<file path="config.mk">
export PLATFORM = sky130hd
export DESIGN_NAME = name_entry_ctrl
export DESIGN_NICKNAME = d
export VERILOG_FILES = /design/src/rtl/name_entry_pkg.sv /design/src/rtl/name_entry_ctrl_hid_to_ascii.sv /design/src/rtl/name_entry_ctrl.sv
export SDC_FILE = /design/constraint.sdc
export NUM_CORES = 1
export LEC_CHECK = 0
export ABC_AREA = 1
export BUFFER_PORTS_ARGS = -buffer_cell sky130_fd_sc_hd__buf_2
export CORE_MARGIN = 3
export CORE_UTILIZATION = 50
export CTS_CLUSTER_DIAMETER = 80
export DETAILED_ROUTE_END_ITERATION = 12
export GPL_ROUTABILITY_DRIVEN = 0
export PLACE_DENSITY = 0.72
export SKIP_CTS_REPAIR_TIMING = 1
export SLEW_MARGIN = 40
export SYNTH_ARGS = -nofsm -noshare
export SYNTH_HDL_FRONTEND = slang
export SYNTH_HIERARCHICAL = 1
export SYNTH_SLANG_ARGS = --single-unit
</file>
<file path="constraint.sdc">
create_clock -name Clk -period 4.25 [get_ports Clk]
set_clock_uncertainty 0.05 [all_clocks]
set_input_delay 1.275 -clock Clk [delete_from_list [all_inputs] [get_ports Clk]]
set_output_delay 1.275 -clock Clk [all_outputs]
set_load 0.01 [all_outputs]
</file>
<file path="src/rtl/name_entry_pkg.sv">
// Shared constants and types for the keyboard-driven team-name editor.
package name_entry_pkg;

  localparam int unsigned NAME_LEN = 8;
  localparam int unsigned ADDR_W   = $clog2(NAME_LEN);
  localparam int unsigned LEN_W    = $clog2(NAME_LEN + 1);

  localparam logic [LEN_W-1:0] LEN_FULL = LEN_W'(NAME_LEN);

  // State codes kept as plain constants so the state register stays a bare vector.
  localparam logic [1:0] ST_CLEAR  = 2'd0;
  localparam logic [1:0] ST_EDIT   = 2'd1;
  localparam logic [1:0] ST_DONE   = 2'd2;
  localparam logic [1:0] ST_CURSOR = 2'd3;

  typedef enum logic [1:0] {
    NeClear  = ST_CLEAR,
    NeEdit   = ST_EDIT,
    NeDone   = ST_DONE,
    NeCursor = ST_CURSOR
  } ne_state_t;

  localparam logic [7:0] HID_A     = 8'h04;
  localparam logic [7:0] HID_Z     = 8'h1D;
  localparam logic [7:0] HID_1     = 8'h1E;
  localparam logic [7:0] HID_0     = 8'h27;
  localparam logic [7:0] HID_ENTER = 8'h28;
  localparam logic [7:0] HID_ESC   = 8'h29;
  localparam logic [7:0] HID_BKSP  = 8'h2A;
  localparam logic [7:0] HID_SPACE = 8'h2C;

  localparam logic [6:0] ASCII_NUL     = 7'h00;
  localparam logic [6:0] ASCII_CURSOR  = 7'h5F;
  localparam logic [6:0] ASCII_SPACE   = 7'h20;
  localparam logic [6:0] ASCII_ZERO    = 7'h30;
  localparam logic [6:0] ASCII_ONE     = 7'h31;
  localparam logic [6:0] ASCII_UPPER_A = 7'h41;
  localparam logic [6:0] ASCII_LOWER_A = 7'h61;

endpackage

</file>
<file path="src/rtl/name_entry_ctrl_hid_to_ascii.sv">
// Combinational USB HID keycode to 7-bit ASCII decoder with control-key flags.
module hid_to_ascii
  import name_entry_pkg::*;
(
  input  logic [7:0] code,
  input  logic       shift,
  output logic [6:0] ascii,
  output logic       printable,
  output logic       is_bksp,
  output logic       is_enter,
  output logic       is_esc
);

  always_comb begin
    ascii     = ASCII_NUL;
    printable = 1'b0;
    if (code >= HID_A && code <= HID_Z) begin
      ascii     = (shift ? ASCII_UPPER_A : ASCII_LOWER_A) + 7'(code - HID_A);
      printable = 1'b1;
    end else if (code >= HID_1 && code < HID_0) begin
      ascii     = ASCII_ONE + 7'(code - HID_1);
      printable = 1'b1;
    end else if (code == HID_0) begin
      ascii     = ASCII_ZERO;
      printable = 1'b1;
    end else if (code == HID_SPACE) begin
      ascii     = ASCII_SPACE;
      printable = 1'b1;
    end
  end

  assign is_bksp  = (code == HID_BKSP);
  assign is_enter = (code == HID_ENTER);
  assign is_esc   = (code == HID_ESC);

endmodule

</file>
<file path="src/rtl/name_entry_ctrl.sv">
// Keyboard editor for the 8-cell team name register: press detect, ASCII writes, length tracking.
// Optional underscore cursor at cell len is enabled by defining NAME_ENTRY_CURSOR_EN.
module name_entry_ctrl
  import name_entry_pkg::*;
(
  input  logic              Clk,
  input  logic              Reset,
  input  logic [7:0]        key_code,
  input  logic              key_shift,
  output logic              wr_en,
  output logic [ADDR_W-1:0] wr_address,
  output logic [6:0]        wr_data,
  output logic [LEN_W-1:0]  len,
  output logic              busy,
  output logic              name_done
);

`ifdef NAME_ENTRY_CURSOR_EN
  localparam logic [6:0] EMPTY_CHAR = ASCII_CURSOR;
`else
  localparam logic [6:0] EMPTY_CHAR = ASCII_NUL;
`endif

  logic [1:0]        state_q, state_d;
  logic [7:0]        prev_code_q, prev_code_d;
  logic [ADDR_W-1:0] clr_addr_q, clr_addr_d;
  logic [LEN_W-1:0]  len_q, len_d;
  logic              name_done_q, name_done_d;
  logic              busy_q, busy_d;
  logic              wr_en_q, wr_en_d;
  logic [ADDR_W-1:0] wr_address_q, wr_address_d;
  logic [6:0]        wr_data_q, wr_data_d;

  logic [6:0] key_ascii;
  logic       key_printable, key_bksp, key_enter, key_esc;
  logic       key_event, take, start_clear, sweep_wr;

  hid_to_ascii u_hid_to_ascii (
    .code      (key_code),
    .shift     (key_shift),
    .ascii     (key_ascii),
    .printable (key_printable),
    .is_bksp   (key_bksp),
    .is_enter  (key_enter),
    .is_esc    (key_esc)
  );

  // busy_q also covers the final sweep/cursor write cycle, so gating on it drops
  // every press that arrives while the display is being rewritten.
  assign key_event = (key_code != 8'h00) && (key_code != prev_code_q);
  assign take      = key_event && !busy_q;

  always_comb begin
    prev_code_d  = key_code;
    state_d      = state_q;
    clr_addr_d   = clr_addr_q;
    len_d        = len_q;
    name_done_d  = name_done_q;
    wr_en_d      = 1'b0;
    wr_address_d = wr_address_q;
    wr_data_d    = wr_data_q;
    sweep_wr     = 1'b0;
    start_clear  = 1'b0;

    case (state_q)
      ST_CLEAR: begin
        wr_en_d      = 1'b1;
        wr_address_d = clr_addr_q;
        wr_data_d    = ASCII_NUL;
        sweep_wr     = 1'b1;
        len_d        = '0;
        clr_addr_d   = clr_addr_q + 1'b1;
        if (clr_addr_q == ADDR_W'(NAME_LEN - 1)) begin
`ifdef NAME_ENTRY_CURSOR_EN
          state_d = ST_CURSOR;
`else
          state_d = ST_EDIT;
`endif
        end
      end
`ifdef NAME_ENTRY_CURSOR_EN
      ST_CURSOR: begin
        wr_en_d      = 1'b1;
        wr_address_d = ADDR_W'(len_q);
        wr_data_d    = ASCII_CURSOR;
        sweep_wr     = 1'b1;
        state_d      = ST_EDIT;
      end
`endif
      ST_EDIT: begin
        if (take) begin
          if (key_esc) begin
            start_clear = 1'b1;
          end else if (key_printable) begin
            if (len_q != LEN_FULL) begin
              wr_en_d      = 1'b1;
              wr_address_d = ADDR_W'(len_q);
              wr_data_d    = key_ascii;
              len_d        = len_q + 1'b1;
`ifdef NAME_ENTRY_CURSOR_EN
              if (len_d != LEN_FULL) state_d = ST_CURSOR;
`endif
            end
          end else if (key_bksp) begin
            if (len_q != '0) begin
              len_d        = len_q - 1'b1;
              wr_en_d      = 1'b1;
              wr_address_d = ADDR_W'(len_d);
              wr_data_d    = EMPTY_CHAR;
            end
          end else if (key_enter) begin
            if (len_q != '0) begin
              state_d     = ST_DONE;
              name_done_d = 1'b1;
            end
          end
        end
      end
      ST_DONE: begin
        if (take && key_esc) start_clear = 1'b1;
      end
      default: state_d = ST_CLEAR;
    endcase

    // Escape issues the address-0 clear write itself so the sweep starts one cycle after the press.
    if (start_clear) begin
      state_d      = ST_CLEAR;
      clr_addr_d   = ADDR_W'(1);
      len_d        = '0;
      name_done_d  = 1'b0;
      wr_en_d      = 1'b1;
      wr_address_d = '0;
      wr_data_d    = ASCII_NUL;
      sweep_wr     = 1'b1;
    end

    busy_d = (state_d == ST_CLEAR) || (state_d == ST_CURSOR) || sweep_wr;
  end

  always_ff @(posedge Clk) begin
    if (Reset) begin
      state_q      <= ST_CLEAR;
      prev_code_q  <= 8'h00;
      clr_addr_q   <= '0;
      len_q        <= '0;
      name_done_q  <= 1'b0;
      busy_q       <= 1'b1;
      wr_en_q      <= 1'b0;
      wr_address_q <= '0;
      wr_data_q    <= ASCII_NUL;
    end else begin
      state_q      <= state_d;
      prev_code_q  <= prev_code_d;
      clr_addr_q   <= clr_addr_d;
      len_q        <= len_d;
      name_done_q  <= name_done_d;
      busy_q       <= busy_d;
      wr_en_q      <= wr_en_d;
      wr_address_q <= wr_address_d;
      wr_data_q    <= wr_data_d;
    end
  end

  assign wr_en      = wr_en_q;
  assign wr_address = wr_address_q;
  assign wr_data    = wr_data_q;
  assign len        = len_q;
  assign busy       = busy_q;
  assign name_done  = name_done_q;

endmodule

</file>
Yosys cells after proc, flatten, opt, wreduce, memory -nomap -nowiden. Cells that the tools add are included.

Output and inout port bits: 17. Bits in registers: 30. Logic and storage cells: 112.

$lt $le $gt $ge: 4. Bitwise logic cells: 3. Reductions and logical operators: 17. Equal/unequal tests: 16. Muxes and demuxes: 55. Add/subtract/negate cells: 7.

Operator list (count): two-way mux 7 bit (9); equality test 8 x 6 -> 1 bit (second input constant) (5); two-way mux 4 bit (6); two-way mux 1 bit (18); two-way mux 3 bit (6); two-way mux 2 bit (8); case mux 7 bit (2 select lines) (1); two-way mux 6 bit (2); != test 3 bit (second input constant) (3); >= comparator 8 x 3 -> 1 bit (second input constant) (1); >= comparator 8 x 5 -> 1 bit (second input constant) (1); less-or-equal comparator 8 x 5 -> 1 bit (second input constant) (1); < comparator 8 x 6 -> 1 bit (second input constant) (1); != test 8 bit (1); case mux 4 bit (2 select lines) (1); nonzero test 8 bit (1); adder 6 x 7 -> 7 bit (first input constant) (1); adder 7 bit (1); AND reduction 7 bit (1); subtractor 7 x 3 -> 7 bit (second input constant) (1); subtractor 7 x 5 -> 7 bit (second input constant) (1); case mux 2 bit (3 select lines) (1); case mux 3 bit (2 select lines) (1); AND reduction 6 bit (1); 17 further kinds (29).

Depth between registers and ports, before layout. Gate-level depths: netlist of the first run.

Depth in word-level cells: 13. Gate-level depth with buffers: 16. Depth with buffers taken out: 16.

Cells and area by module. Netlist of the first run, hierarchy kept.

By module, submodules not included: name_entry_ctrl (area an instance 1652.8 µm², instances 1, cells each 235); hid_to_ascii (area an instance 733.2 µm², instances 1, cells each 114).

Least setup slack after synthesis of the first run. OpenSTA, ideal clock, no wires.

Path kind: input -> register. Start: input key_code[1]. End: register wr_data_q[2] (netlist: wr_data[2]). Path slack: 1.065 ns. Data arrival time: 3.018 ns. Setup time: 0.117 ns. Data required time: 4.083 ns. Stages: 15. Cells stage by stage: inv_1 -> ha_1 -> inv_1 -> nand4_1 -> nand3_4 -> nand4_1 -> buf_2 -> nand2_1 -> a21oi_4 -> nand4_4 -> nand2_4 -> inv_2 -> buf_6 -> a21oi_1 -> nor2_1.

Longest elaborated chain between the ends: 9. Elaborated cells on any way between the ends: 42.

RTL lines: from (decl) (RTL line name_entry_ctrl.sv:8) `input logic [7:0] key_code,`; parallel branches: the longest is 4 deep, another holds >= comparator 8 x 5 -> 1 bit; two-way mux 1 bit (*) (RTL line name_entry_ctrl_hid_to_ascii.sv:17) `if (code >= HID_A && code <= HID_Z) begin`; named net key_printable (RTL line name_entry_ctrl.sv:35) `logic key_printable, key_bksp, key_enter, key_esc;`; two-way mux 7 bit (RTL line name_entry_ctrl.sv:94) `end else if (key_printable) begin`; two-way mux 7 bit (RTL line name_entry_ctrl.sv:92) `if (key_esc) begin`; two-way mux 7 bit (RTL line name_entry_ctrl.sv:91) `if (take) begin`; case mux 7 bit (2 select lines) (RTL line name_entry_ctrl.sv:65) `case (state_q)`; to (signal assigned) (RTL line name_entry_ctrl.sv:160) `wr_data_q <= wr_data_d;`; to (decl) (RTL line name_entry_ctrl.sv:32) `logic [6:0] wr_data_q, wr_data_d;`.

Mark *: on every way through the listed nets, which the timed path passes. The select of a mux whose other input is x is not followed. A chain may end at the register's enable or synchronous reset.

Worst setup path after layout of the first run.
Start: input key_code[3]. End: register wr_data_q[4] (netlist: wr_data[4]).

The elaborated chain is that of the path after synthesis.

==> metrics.yaml, run 1 <==
detailed_routing:
  via_count: 2199
  wl_met3_um: 173
  ant_nets: 0
  top_layer_used: "met4"
  wirelength_um: 4981
  vias_per_cell: 5.138
  dr_wl_met2_um: 2257
  routedWlPerCell_um: 11.64
  drc: 0
  wl_met1_um: 2523
  drt_pass1_iterations: 4
  dr.first_iter.drc_count: 225
final_layout:
  fin_cells: 428
  area_growth_pct: 10.17
  diodes: 0
  fillers: 431
  drive_above_1_share: 0.1809
  stdcell_area_um2: 2629
  nets: 415
clocking:
  clkSinkCount: 30
  clock_latency_ns: 0.27
  clkSlewWorstSetupHoldPaths_ns: 0.06
  clk_path_buf_depth: 2
  cts_inserted_buffers: 5
  tritoncts: "yes"
  htreeDepth: 2
  cts_root_buf: "clkbuf_8"
power:
  powerDensity_nw_per_um2: 243.7
  power_uw: 640.6
  p_leak_nw: 1.303
  ir_drop_v: 0.0001793
synth:
  yosysSeqAreaShare: 0.2517
  synth_xor_xnor_area_share: 0.03671
  syn_avg_cell_area_um2: 6.837
  synth_cells: 349
  synthArstFlopShare: 0
  yosys_warnings: 6
  ys.flop_type: "dfxtp_1"
  synth_compound_area_frac: 0.1196
  synth.distinct_cells: 35
  postSynthNetCount: 387
  synth_fa_ha_area_frac: 0.1416
  synth_area_um2: 2386
  synth_top_family_by_area: "simple AND/OR/NAND/NOR gates"
  synth_edf_count: 0
  post_synth_mux_area_share: 0
  yosys.area_share.simple: 0.3487
  synth_seq_cells: 30
die:
  num_io_pins: 28
  initial_utilization: 0.5333
  dieArea_um2: 5637
  num_rows: 24
  die_w_um: 75.08
  die_h_um: 75.08
  coreArea_um2: 4474
sta:
  min_period_ns: 3.441
  relSlewSlack: 0.7490
  worst_slew_pin_slew_ns: 0.3765
  finalSetupViolCount: 0
  hold_viol: 0
  fmax_mhz: 290.7
  tns_ns: 0
  setup_ws_ns: 0.8095
  finalCritPeriodShare: 0.8095
  report.final.slew_viol_count: 0
  rsz0062_at_grt: "no"
worst_hold_path:
  whs_path_depth: 2
  hold_path_class: "reg -> reg"
global_routing:
  antenna_found_initial: 0
  overflow: 0
  grt_pass1_vias: 1894
  grtUsageTotal: 0.1835
  grt_first_pass_wirelength_um: 8176
  grt_max_degree: 14
worst_setup_path:
  crit_start: "key_code[3]"
  crit_type: "in -> reg"
  end_kind: "register"
  start_kind: "input port"
  rr_worst_depth: 10
  worstPathMaxFanout: 13
  critical_path_required_ns: 4.36
  r2r-end: "wr_data[4]"
  crit_end: "wr_data[4]"
  r2r_slack_ns: 2.26
  r2r-start: "len[0]"
  worstPathArrival_ns: 3.56
outcome:
  status: "finished clean"
placed_design:
  dp.cells: 422
  placedInstanceArea_um2: 2546
  place_ws_ns: 0.5336
  dp_hpwl_um: 3931
  port_buffers: 27
flow_run:
  maxCapViolCount: 0
-- layout make-up --
type	count	area [um2]	share of cell area
multi-input cells	260	1543	0.5869
flip-flops and latches	30	600.6	0.2285
repair buffers	28	142.6	0.05426
clock buffers	6	82.58	0.03141
well taps	52	65.06	0.02475
inverters	52	195.2	0.07425
-- metal layers --
metal / track usage / vias to the layer above
met5: 0 / -
met4: 0.03755 / 0
met3: 0.03605 / 4
met2: 0.3037 / 33
met1: 0.2482 / 1005
li1: - / 1157
-- critical path, cell delays in order --
cell and delay, ns:
buf_2 0.23, inv_1 0.13, ha_1 0.24, nand2_1 0.10, inv_1 0.05, nor2_1 0.17, nand2_4 0.10, nand4_1 0.13
buf_4 0.18, nand2_1 0.10, a21oi_4 0.18, nand4_4 0.17, nand2_4 0.17, inv_2 0.12, a21oi_1 0.16, nor2_1 0.05
-- worst min path at each step --
| stage | start | end | slack [ns] |
|---|---|---|---|
| global placement | name_done | name_done | 0.39 |
| CTS | name_done | name_done | 0.41 |
| global route | name_done | name_done | 0.42 |
| finish | name_done | name_done | 0.40 |
| floorplan | clr_addr_q[2] | clr_addr_q[2] | 0.41 |
| detailed placement | name_done | name_done | 0.40 |
-- kinds of logic (layout without fill, tap and decap cells) --
family | after synthesis | in the layout
AND/OR/NAND/NOR | 172 | 172
AO/OA/AOI/OAI | 51 | 51
adder cells (fa/ha/maj) | 27 | 27
flip-flops | 30 | 30
XOR/XNOR | 10 | 10
buffers and inverters | 59 | 86
-- cells in the mapped netlist (2+ instances only) --
cell      number  area share
xnor2_1        4       0.015
xor2_1         6       0.022
nor2_1        43       0.068
nand2_1       75        0.12
ha_1          27        0.14
dfxtp_1       30        0.25
or2_0          4       0.010
nor2_2         2      0.0052
nand3_1       22       0.046
nand3_2        3       0.013
nand2_2        4       0.010
clkbuf_1       2      0.0031
buf_6          2      0.0094
nand4_1        7       0.018
inv_2         10       0.016
nor2_4         3       0.014
a21oi_1       25       0.052
nand2_4        5       0.024
o21ai_2        3       0.011
o21ai_0       16       0.034
inv_1         41       0.065
o21ai_1        2      0.0042
-- state kept, by name, indices dropped and copies added, names as in the netlist --
signal,cells
busy,1
clr_addr_q,3
len,4
name_done,1
prev_code_q,8
state_q,2
wr_address,3
wr_data,7
wr_en,1
-- report_power, final --
group,switching [mW],internal (mW)
clock,0.0959,0.125
combinational,0.0778,0.0456
sequential,0.00528,0.292
-- cell usage in the layout (no fill, tap or decap) --
master,netlist,layout
nor2_2,2,2
nor2_1,43,43
a31oi_1,1,1
or2_0,4,4
o21ai_0,16,16
a21boi_0,1,1
nand3_1,22,22
nand2_2,4,4
buf_2,1,27
inv_2,10,10
o21ai_2,3,3
dfxtp_1,30,30
o21ai_1,2,2
a21oi_4,1,1
nand2_4,5,5
nor2_4,3,3
or2_2,1,1
a21oi_1,25,25
clkinv_1,1,1
xnor2_1,4,4
nand4_4,1,1
buf_4,1,1
inv_1,41,41
o21a_1,1,1
nand4_1,7,7
ha_1,27,27
clkbuf_8,0,6
nand3_2,3,3
nand3_4,1,1
nand3b_1,1,1
o22ai_1,1,1
xor2_1,6,6
nand2_1,75,75
-- through the flow --
| stage | hold slack, ns | utilization |
|---|---|---|
| final | 0.4001 | 0.5875 |
| after global routing | 0.4250 | 0.5875 |
| after CTS | 0.4065 | 0.5875 |
| after detailed placement | 0.3955 | 0.5691 |
| after global placement | 0.3890 | 0.5691 |
| after floorplan | 0.4086 | - |
Power figures use the tool's default switching activity.
==> run 2: changes to the inputs <==
clock period = 3.4 ns   (was 4.25 ns; I/O delays follow)
==> metrics.yaml, run 2 (synthesis results as in run 1) <==
outcome:
  status: "finished clean"
worst_hold_path:
  hold_path_class: "reg -> reg"
clocking:
  cts_inserted_buffers: 5
  clock_latency_ns: 0.28
  htreeDepth: 2
  cts_root_buf: "clkbuf_8"
  clkSlewWorstSetupHoldPaths_ns: 0.06
  clkSinkCount: 30
  clk_path_buf_depth: 2
  tritoncts: "yes"
placed_design:
  dp_hpwl_um: 3957
  placedInstanceArea_um2: 2561
  port_buffers: 27
  place_ws_ns: 0.08500
power:
  powerDensity_nw_per_um2: 299.9
  power_uw: 791.0
  ir_drop_v: 0.0003246
  p_leak_nw: 1.307
final_layout:
  final_cell_mix: "nand2_1, nor2_1, inv_1"
  final_common_cell: "nand2_1"
  area_growth_pct: 10.54
  stdcell_area_um2: 2638
  drive_above_1_share: 0.1821
  nets: 417
  largest_reg_flops: 8
  regMostFlops: "prev_code_q"
  diodes: 0
sta:
  setup_ws_ns: 0.3974
  finalCritPeriodShare: 0.8831
  holdWs_ns: 0.4043
  rsz0062_at_grt: "no"
  report.final.slew_viol_count: 0
  relSlewSlack: 0.7659
  min_period_ns: 3.003
  tns_ns: 0
  worst_slew_pin_slew_ns: 0.3511
  hold_viol: 0
  finalSetupViolCount: 0
  fmax_mhz: 333.0
worst_setup_path:
  worstPathArrival_ns: 3.13
  critical_path_required_ns: 3.52
  end_kind: "register"
  worstPathMaxFanout: 13
  start_kind: "input port"
  crit_type: "in -> reg"
detailed_routing:
  drt_pass1_iterations: 4
  drc: 0
  wirelength_um: 5062
  ant_nets: 0
  via_count: 2216
  dr.first_iter.drc_count: 136
  routedWlPerCell_um: 11.74
  vias_per_cell: 5.142
global_routing:
  grt_first_pass_wirelength_um: 8618
  antenna_found_initial: 0
  grt_pass1_vias: 2015
  grt_max_degree: 14
  grtUsageTotal: 0.1961
  overflow: 0
die:
  die_h_um: 75.08
  dieArea_um2: 5637
  num_io_pins: 28
  die_w_um: 75.08
  num_rows: 24
  coreArea_um2: 4474
  initial_utilization: 0.5333
flow_run:
  maxCapViolCount: 0
run 2: cell types whose count changed in the layout (fill, tap and decap cells not counted):
cell | before | now
buf_4 | 1 | 3
clkbuf_8 | 6 | 5
clkbuf_1 | 0 | 2
run 2: worst max-delay path: stages:
cell and delay, ns:
buf_2 0.22, inv_1 0.13, ha_1 0.25, nand2_1 0.07
nand3_1 0.10, nand3_4 0.16, nand4_1 0.14, inv_1 0.13
nand3_2 0.10, a21oi_4 0.15, nand4_4 0.16, nand2_4 0.16
inv_2 0.12, a21oi_1 0.15, nor2_1 0.05
run 2: final timing paths:
check / to / depth (start not counted) / startpoint / slack (ns)
worst max-delay path: wr_data[3] / 15 / key_code[3] / 0.40
worst min-delay path: name_done / 2 / name_done / 0.40
worst max register to register: wr_data[3] / 10 / len[0] / 1.45
worst min register to register: name_done / 2 / name_done / 0.40
run 2: stage by stage:
step,std cells,utilization
2_1_floorplan,349,-
5_1_grt,431,0.5895
4_1_cts,431,0.5895
6_report,431,0.5895
3_5_place_dp,424,0.5724
3_3_place_gp,424,0.5724
run 2: per-layer routing:
metal	track usage	share of wire	wire, um	up-vias
met5	0	0	0	-
met4	0.04941	0.0085	43	0
met3	0.04005	0.042	212	5
met2	0.3153	0.46	2308	40
met1	0.2680	0.49	2497	1004
li1	-	-	-	1167
run 2: layout make-up:
type,instances,area [um2]
well taps,52,65.06
repair buffers,30,157.7
clock buffers,7,76.32
fillers,451,1837
multi-input cells,260,1543
flip-flops and latches,30,600.6
inverters,52,195.2
run 2: report_power, final:
| group | leakage (nW) | internal (mW) | switching (mW) |
|---|---|---|---|
| registers | 0.245 | 0.364 | 0.00692 |
| logic | 1.02 | 0.0587 | 0.0970 |
| clock network | 0.0383 | 0.140 | 0.123 |
| total | 1.31 | 0.564 | 0.227 |
